[src/rtl/cla_pipe_adder.sv]
// rtl/cla_pipe_adder.sv - pipelined carry-lookahead adder/subtractor with flags and valid/ready flow control
//
// Purpose:
//   Adds or subtracts two WIDTH-bit operands over STAGES pipeline stages.
//   Each stage resolves one SLICE-bit slice with a flat lookahead carry
//   network, seeded by the registered carry out of the previous stage.
//   A global stall freezes every rank when the output beat is not taken.
//
// Ports:
//   clk        rising-edge clock for all state
//   rst_n      synchronous active-low reset, clears every rank
//   in_valid   operand beat present
//   in_ready   beat is accepted this cycle (equals the pipeline advance)
//   a, b       operands
//   cin        carry-in, ignored when sub = 1
//   sub        1 = a - b, 0 = a + b + cin
//   out_valid  result beat present
//   out_ready  downstream accepts the result
//   sum        result, modulo 2^WIDTH
//   cout       carry out of the MSB (for sub, 1 = no borrow)
//   ovf        two's-complement signed overflow
//   zero       result is zero (only asserted with out_valid)

module cla_pipe_adder #(
  parameter int WIDTH  = 32,
  parameter int STAGES = 4
) (
  input  logic             clk,
  input  logic             rst_n,
  input  logic             in_valid,
  output logic             in_ready,
  input  logic [WIDTH-1:0] a,
  input  logic [WIDTH-1:0] b,
  input  logic             cin,
  input  logic             sub,
  output logic             out_valid,
  input  logic             out_ready,
  output logic [WIDTH-1:0] sum,
  output logic             cout,
  output logic             ovf,
  output logic             zero
);

  localparam int SLICE = WIDTH / STAGES;

  // Rank 0 holds the conditioned operands; rank k+1 holds the output of stage k.
  logic [STAGES:0]  vld;
  logic [WIDTH-1:0] opa_q [STAGES];
  logic [WIDTH-1:0] opb_q [STAGES];
  logic [WIDTH-1:0] res_q [STAGES+1];
  logic [STAGES:0]  cry_q;
  logic             msb_q;

  logic [WIDTH-1:0] res_n [STAGES];
  logic [STAGES-1:0] cry_n;
  logic             msb_n;
  logic [SLICE-1:0] p_s;
  logic [SLICE-1:0] g_s;
  logic [SLICE:0]   c_s;
  logic             advance;

  // Two-level lookahead: every carry is an OR of generate terms propagated
  // through the bits above them, plus the slice carry-in propagated through
  // all lower bits. No carry depends on another computed carry.
  function automatic logic [SLICE:0] lookahead(input logic [SLICE-1:0] p,
                                               input logic [SLICE-1:0] g,
                                               input logic             c_in);
    logic [SLICE:0] c;
    logic           term;
    c    = '0;
    c[0] = c_in;
    for (int i = 0; i < SLICE; i++) begin
      term = c_in;
      for (int j = 0; j <= i; j++) term = term & p[j];
      c[i+1] = term;
      for (int j = 0; j <= i; j++) begin
        term = g[j];
        for (int m = j + 1; m <= i; m++) term = term & p[m];
        c[i+1] = c[i+1] | term;
      end
    end
    return c;
  endfunction

  always_comb begin
    p_s   = '0;
    g_s   = '0;
    c_s   = '0;
    msb_n = 1'b0;
    cry_n = '0;
    for (int k = 0; k < STAGES; k++) begin
      res_n[k] = res_q[k];
      p_s = opa_q[k][k*SLICE +: SLICE] ^ opb_q[k][k*SLICE +: SLICE];
      g_s = opa_q[k][k*SLICE +: SLICE] & opb_q[k][k*SLICE +: SLICE];
      c_s = lookahead(p_s, g_s, cry_q[k]);
      res_n[k][k*SLICE +: SLICE] = p_s ^ c_s[SLICE-1:0];
      cry_n[k] = c_s[SLICE];
      // The carry into the top bit of the last slice feeds the overflow flag.
      if (k == STAGES - 1) msb_n = c_s[SLICE-1];
    end
  end

  assign advance = ~vld[STAGES] | out_ready;

  always_ff @(posedge clk) begin
    if (!rst_n) begin
      vld   <= '0;
      cry_q <= '0;
      msb_q <= 1'b0;
      for (int k = 0; k < STAGES; k++) begin
        opa_q[k] <= '0;
        opb_q[k] <= '0;
      end
      for (int k = 0; k <= STAGES; k++) res_q[k] <= '0;
    end else if (advance) begin
      vld      <= {vld[STAGES-1:0], in_valid};
      opa_q[0] <= a;
      opb_q[0] <= sub ? ~b : b;
      cry_q[0] <= sub | cin;
      res_q[0] <= '0;
      // Upper operand slices ride along until their stage consumes them.
      for (int k = 1; k < STAGES; k++) begin
        opa_q[k] <= opa_q[k-1];
        opb_q[k] <= opb_q[k-1];
      end
      // Finished lower slices are carried forward so a beat leaves whole.
      for (int k = 0; k < STAGES; k++) begin
        res_q[k+1] <= res_n[k];
        cry_q[k+1] <= cry_n[k];
      end
      msb_q <= msb_n;
    end
  end

  assign in_ready  = advance;
  assign out_valid = vld[STAGES];
  assign sum       = res_q[STAGES];
  assign cout      = cry_q[STAGES];
  assign ovf       = msb_q ^ cry_q[STAGES];
  assign zero      = vld[STAGES] & (res_q[STAGES] == '0);

endmodule
[config.mk]
export PLATFORM = sky130hd
export DESIGN_NAME = cla_pipe_adder
export DESIGN_NICKNAME = d
export VERILOG_FILES = /design/src/rtl/cla_pipe_adder.sv
export SDC_FILE = /design/constraint.sdc
export NUM_CORES = 1
export LEC_CHECK = 0
export BUFFER_PORTS_ARGS = -buffer_cell sky130_fd_sc_hd__buf_4
export CAP_MARGIN = 20
export CORE_ASPECT_RATIO = 1.5
export CORE_MARGIN = 2
export CORE_UTILIZATION = 50
export CTS_BUF_LIST = sky130_fd_sc_hd__clkbuf_4 sky130_fd_sc_hd__clkbuf_8 sky130_fd_sc_hd__clkbuf_16
export CTS_CLUSTER_DIAMETER = 30
export DETAILED_ROUTE_END_ITERATION = 10
export PLACE_DENSITY = 0.69
export SYNTH_ARGS = -nofsm -noshare
export SYNTH_HDL_FRONTEND = slang
export SYNTH_SLANG_ARGS = --single-unit
[constraint.sdc]
create_clock -name clk -period 12.15 [get_ports clk]
set_input_delay 1.8225 -clock clk [delete_from_list [all_inputs] [get_ports clk]]
set_output_delay 1.8225 -clock clk [all_outputs]
set_load 0.01 [all_outputs]
==> results.py <==
metrics = {
    "finish": {
        "final_area_mm2": 0.0127,
        "syn2layout_area_growth_pct": 17.6,
        "layout_commonest_cell": "edfxtp_1",
        "final_cell_mix": "240 x edfxtp_1, 182 x and3_1, 111 x buf_4",
        "layout-drive-gt1-share_pct": 19.2,
        "finalNetCount": 962,
        "antenna_cells": 0,
    },
    "sta": {
        "setup-violations-final": 0,
        "drv_slew": 0,
        "finalSetupTns_ns": 0,
        "rsz0062_at_grt": "no",
        "hold_viol_final": 0,
        "period_share_pct": 41.5,
        "max_slew.worst_pin.slew_ns": 0.887,
        "fin_skew_ns": 0.0213,
        "relSlewSlack_pct": 40.9,
        "fin_crit_ns": 5.05,
        "final.setup.worst_slack_ns": 7.10,
        "max_freq_mhz": 198,
    },
    "setup_path": {
        "critPathMaxFanout": 84,
        "cp-end-kind": "output pin",
        "critPathArrivalTime_ns": 3.22,
        "required_ns": 10.33,
        "setup.worst_path.class": "input port to output pin",
        "setup.worst_path.start_class": "input port",
    },
    "floorplan": {
        "rows": 65,
        "die-area_mm2": 0.0228,
        "fp.dieH_um": 184,
        "ioPinCount": 107,
        "fp.dieW_um": 124,
        "initial_core_util_pct": 51.0,
        "core_mm2": 0.0211,
    },
    "synthesis": {
        "synth_fp_nets": 875,
        "ys_warn_count": 0,
        "synth.area.top_cells": "edfxtp_1 67%, and3_1 11%, ha_1 4.2%, xnor2_1 3.2%, dfxtp_1 2.0%",
        "avgSynthCellArea_um2": 14.1,
        "synth.top_cell.area_share_pct": 66.8,
        "ys_types": 46,
        "syn_area_mm2": 0.0108,
        "ys_ff_latch": 251,
        "synth_cells": 765,
        "synth-main-ff-cell": "edfxtp_1",
        "synthArstFlopShare_pct": 0,
        "ys_seq_area_share_pct": 68.9,
        "synth_edf_count": 240,
        "yosys.area.top_type": "edfxtp_1",
    },
    "pwr": {
        "irDropWorstVdd_v": 0.0000911,
        "p_total_mw": 1.93,
        "leakage_nw": 5.96,
        "p_per_area_mw_per_mm2": 152,
    },
    "clock_tree": {
        "cts_setup_buffers": 0,
        "clkSinkCount": 251,
        "cts.path.max_buffers": 3,
        "ctsResizeCount": 0,
        "cts_root_buf": "clkbuf_16",
        "clkLatencyLatePin_ns": 0.52,
        "cts_tree": "done",
        "cts_max_level": 1,
        "clkSlewWorstSetupHoldPaths_ns": 0.06,
        "numCtsBuffers": 27,
        "cts_hold_buf": 0,
    },
    "detailed_routing": {
        "wl_per_cell_um": 15.3,
        "ant_nets": 0,
        "viasPerCell": 5.42,
        "first_iter_violations": 491,
        "dr.pass1.iters": 4,
        "vias": 6178,
        "drc_errors": 0,
        "routed_wl_um": 17400,
    },
    "global_routing": {
        "antenna_found_initial": 0,
        "grt.total_usage_pct": 15.7,
        "grt_start_max_net_pins": 120,
        "grt_pass1_wl_um": 28900,
        "grt_pass1_vias": 6062,
        "gr-total-overflow": 0,
    },
    "run": {
        "maxCapViolCount": 0,
    },
    "hold_path": {
        "min_path_type": "register to register",
    },
    "placement": {
        "place_ws_ns": 7.06,
        "hpwl_um": 10800,
        "placement.cell_area_mm2": 0.0117,
        "port_buffers": 106,
        "gp_congestion": 0.814,
    },
    "run_status": {
        "outcome": "complete, no violations",
    },
}
[critical path, stage by stage]
cell and delay (ns):
buf_4 0.11, nor2b_2 0.56, inv_4 0.44, buf_4 0.28
[final timing paths]
| path | startpoint | to | slack, ns | depth (start not counted) |
|---|---|---|---|---|
| max | out_ready | in_ready | 7.10 | 4 |
| min reg2reg | vld[3] | vld[4] | 0.46 | 1 |
| max reg2reg | vld[4] | opa_q[0][6] | 9.26 | 4 |
| min | vld[3] | vld[4] | 0.46 | 1 |
[cells by family (layout without fill, tap and decap cells)]
logic type | Yosys count | count (layout) | synth area share, %
and+or+nand+nor | 307 | 307 | 16.0
DFF | 251 | 251 | 68.9
AOI/OAI and AO/OA | 67 | 67 | 4.44
buffers and inverters | 56 | 163 | 2.12
xor gates and xnor gates | 41 | 41 | 3.33
adders and majority gates | 40 | 40 | 4.92
muxes | 3 | 3 | 0.278
[sequential cells by signal, summed over array words and instances (netlist names)]
register  count
cry_q         5
opa_q        80
msb_q         1
vld           5
res_q        80
opb_q        80
[synthesized netlist by cell type (3+ instances only)]
cell and number:
nand3_1 4, a21boi_0 8, nor4_1 8, nand4_1 3, ha_1 36, edfxtp_1 240
buf_2 12, and3_1 182, o21a_1 9, a211oi_1 5, fa_1 4, clkbuf_1 39
xnor2_1 40, a21o_1 4, dfxtp_1 11, nand2b_1 8, o211ai_1 4, nand2_1 19
a21oi_1 10, o311a_1 3, nor2_1 49, o21ai_0 12, nor3_1 23, mux2i_1 3
[area by class of cell]
type / count / area [µm²]
Multi-Input combinational cell: 458 / 3140
Clock inverter: 20 / 223
Inverter: 2 / 10.0
Fill cell: 1639 / 8460
Tap cell: 268 / 335
Sequential cell: 251 / 7430
Clock buffer: 29 / 691
Timing Repair Buffer: 112 / 861
[per-layer routing]
layer	wire, µm	share of wire [%]	track usage, %
met1	7510	43	21.0
met2	8620	49	26.3
met3	886	5.1	2.08
met4	411	2.4	5.35
met5	0	0	0
[metrics by stage]
stage | util [%] | instances | hold slack [ns]
3_3_place_gp | 55.5 | 1090 | 0.449
3_5_place_dp | 55.5 | 1090 | 0.451
2_1_floorplan | - | 765 | 0.441
4_1_cts | 59.8 | 1139 | 0.466
5_1_grt | 60.0 | 1140 | 0.491
6_report | 60.0 | 1140 | 0.463
[report_power, final]
| group | leakage (nW) | switching, mW | internal [mW] |
|---|---|---|---|
| clock network | 0.449 | 0.318 | 0.499 |
| logic | 2.56 | 0.0536 | 0.0578 |
| registers | 2.96 | 0.0132 | 0.992 |
Power figures use the tool's default switching activity.
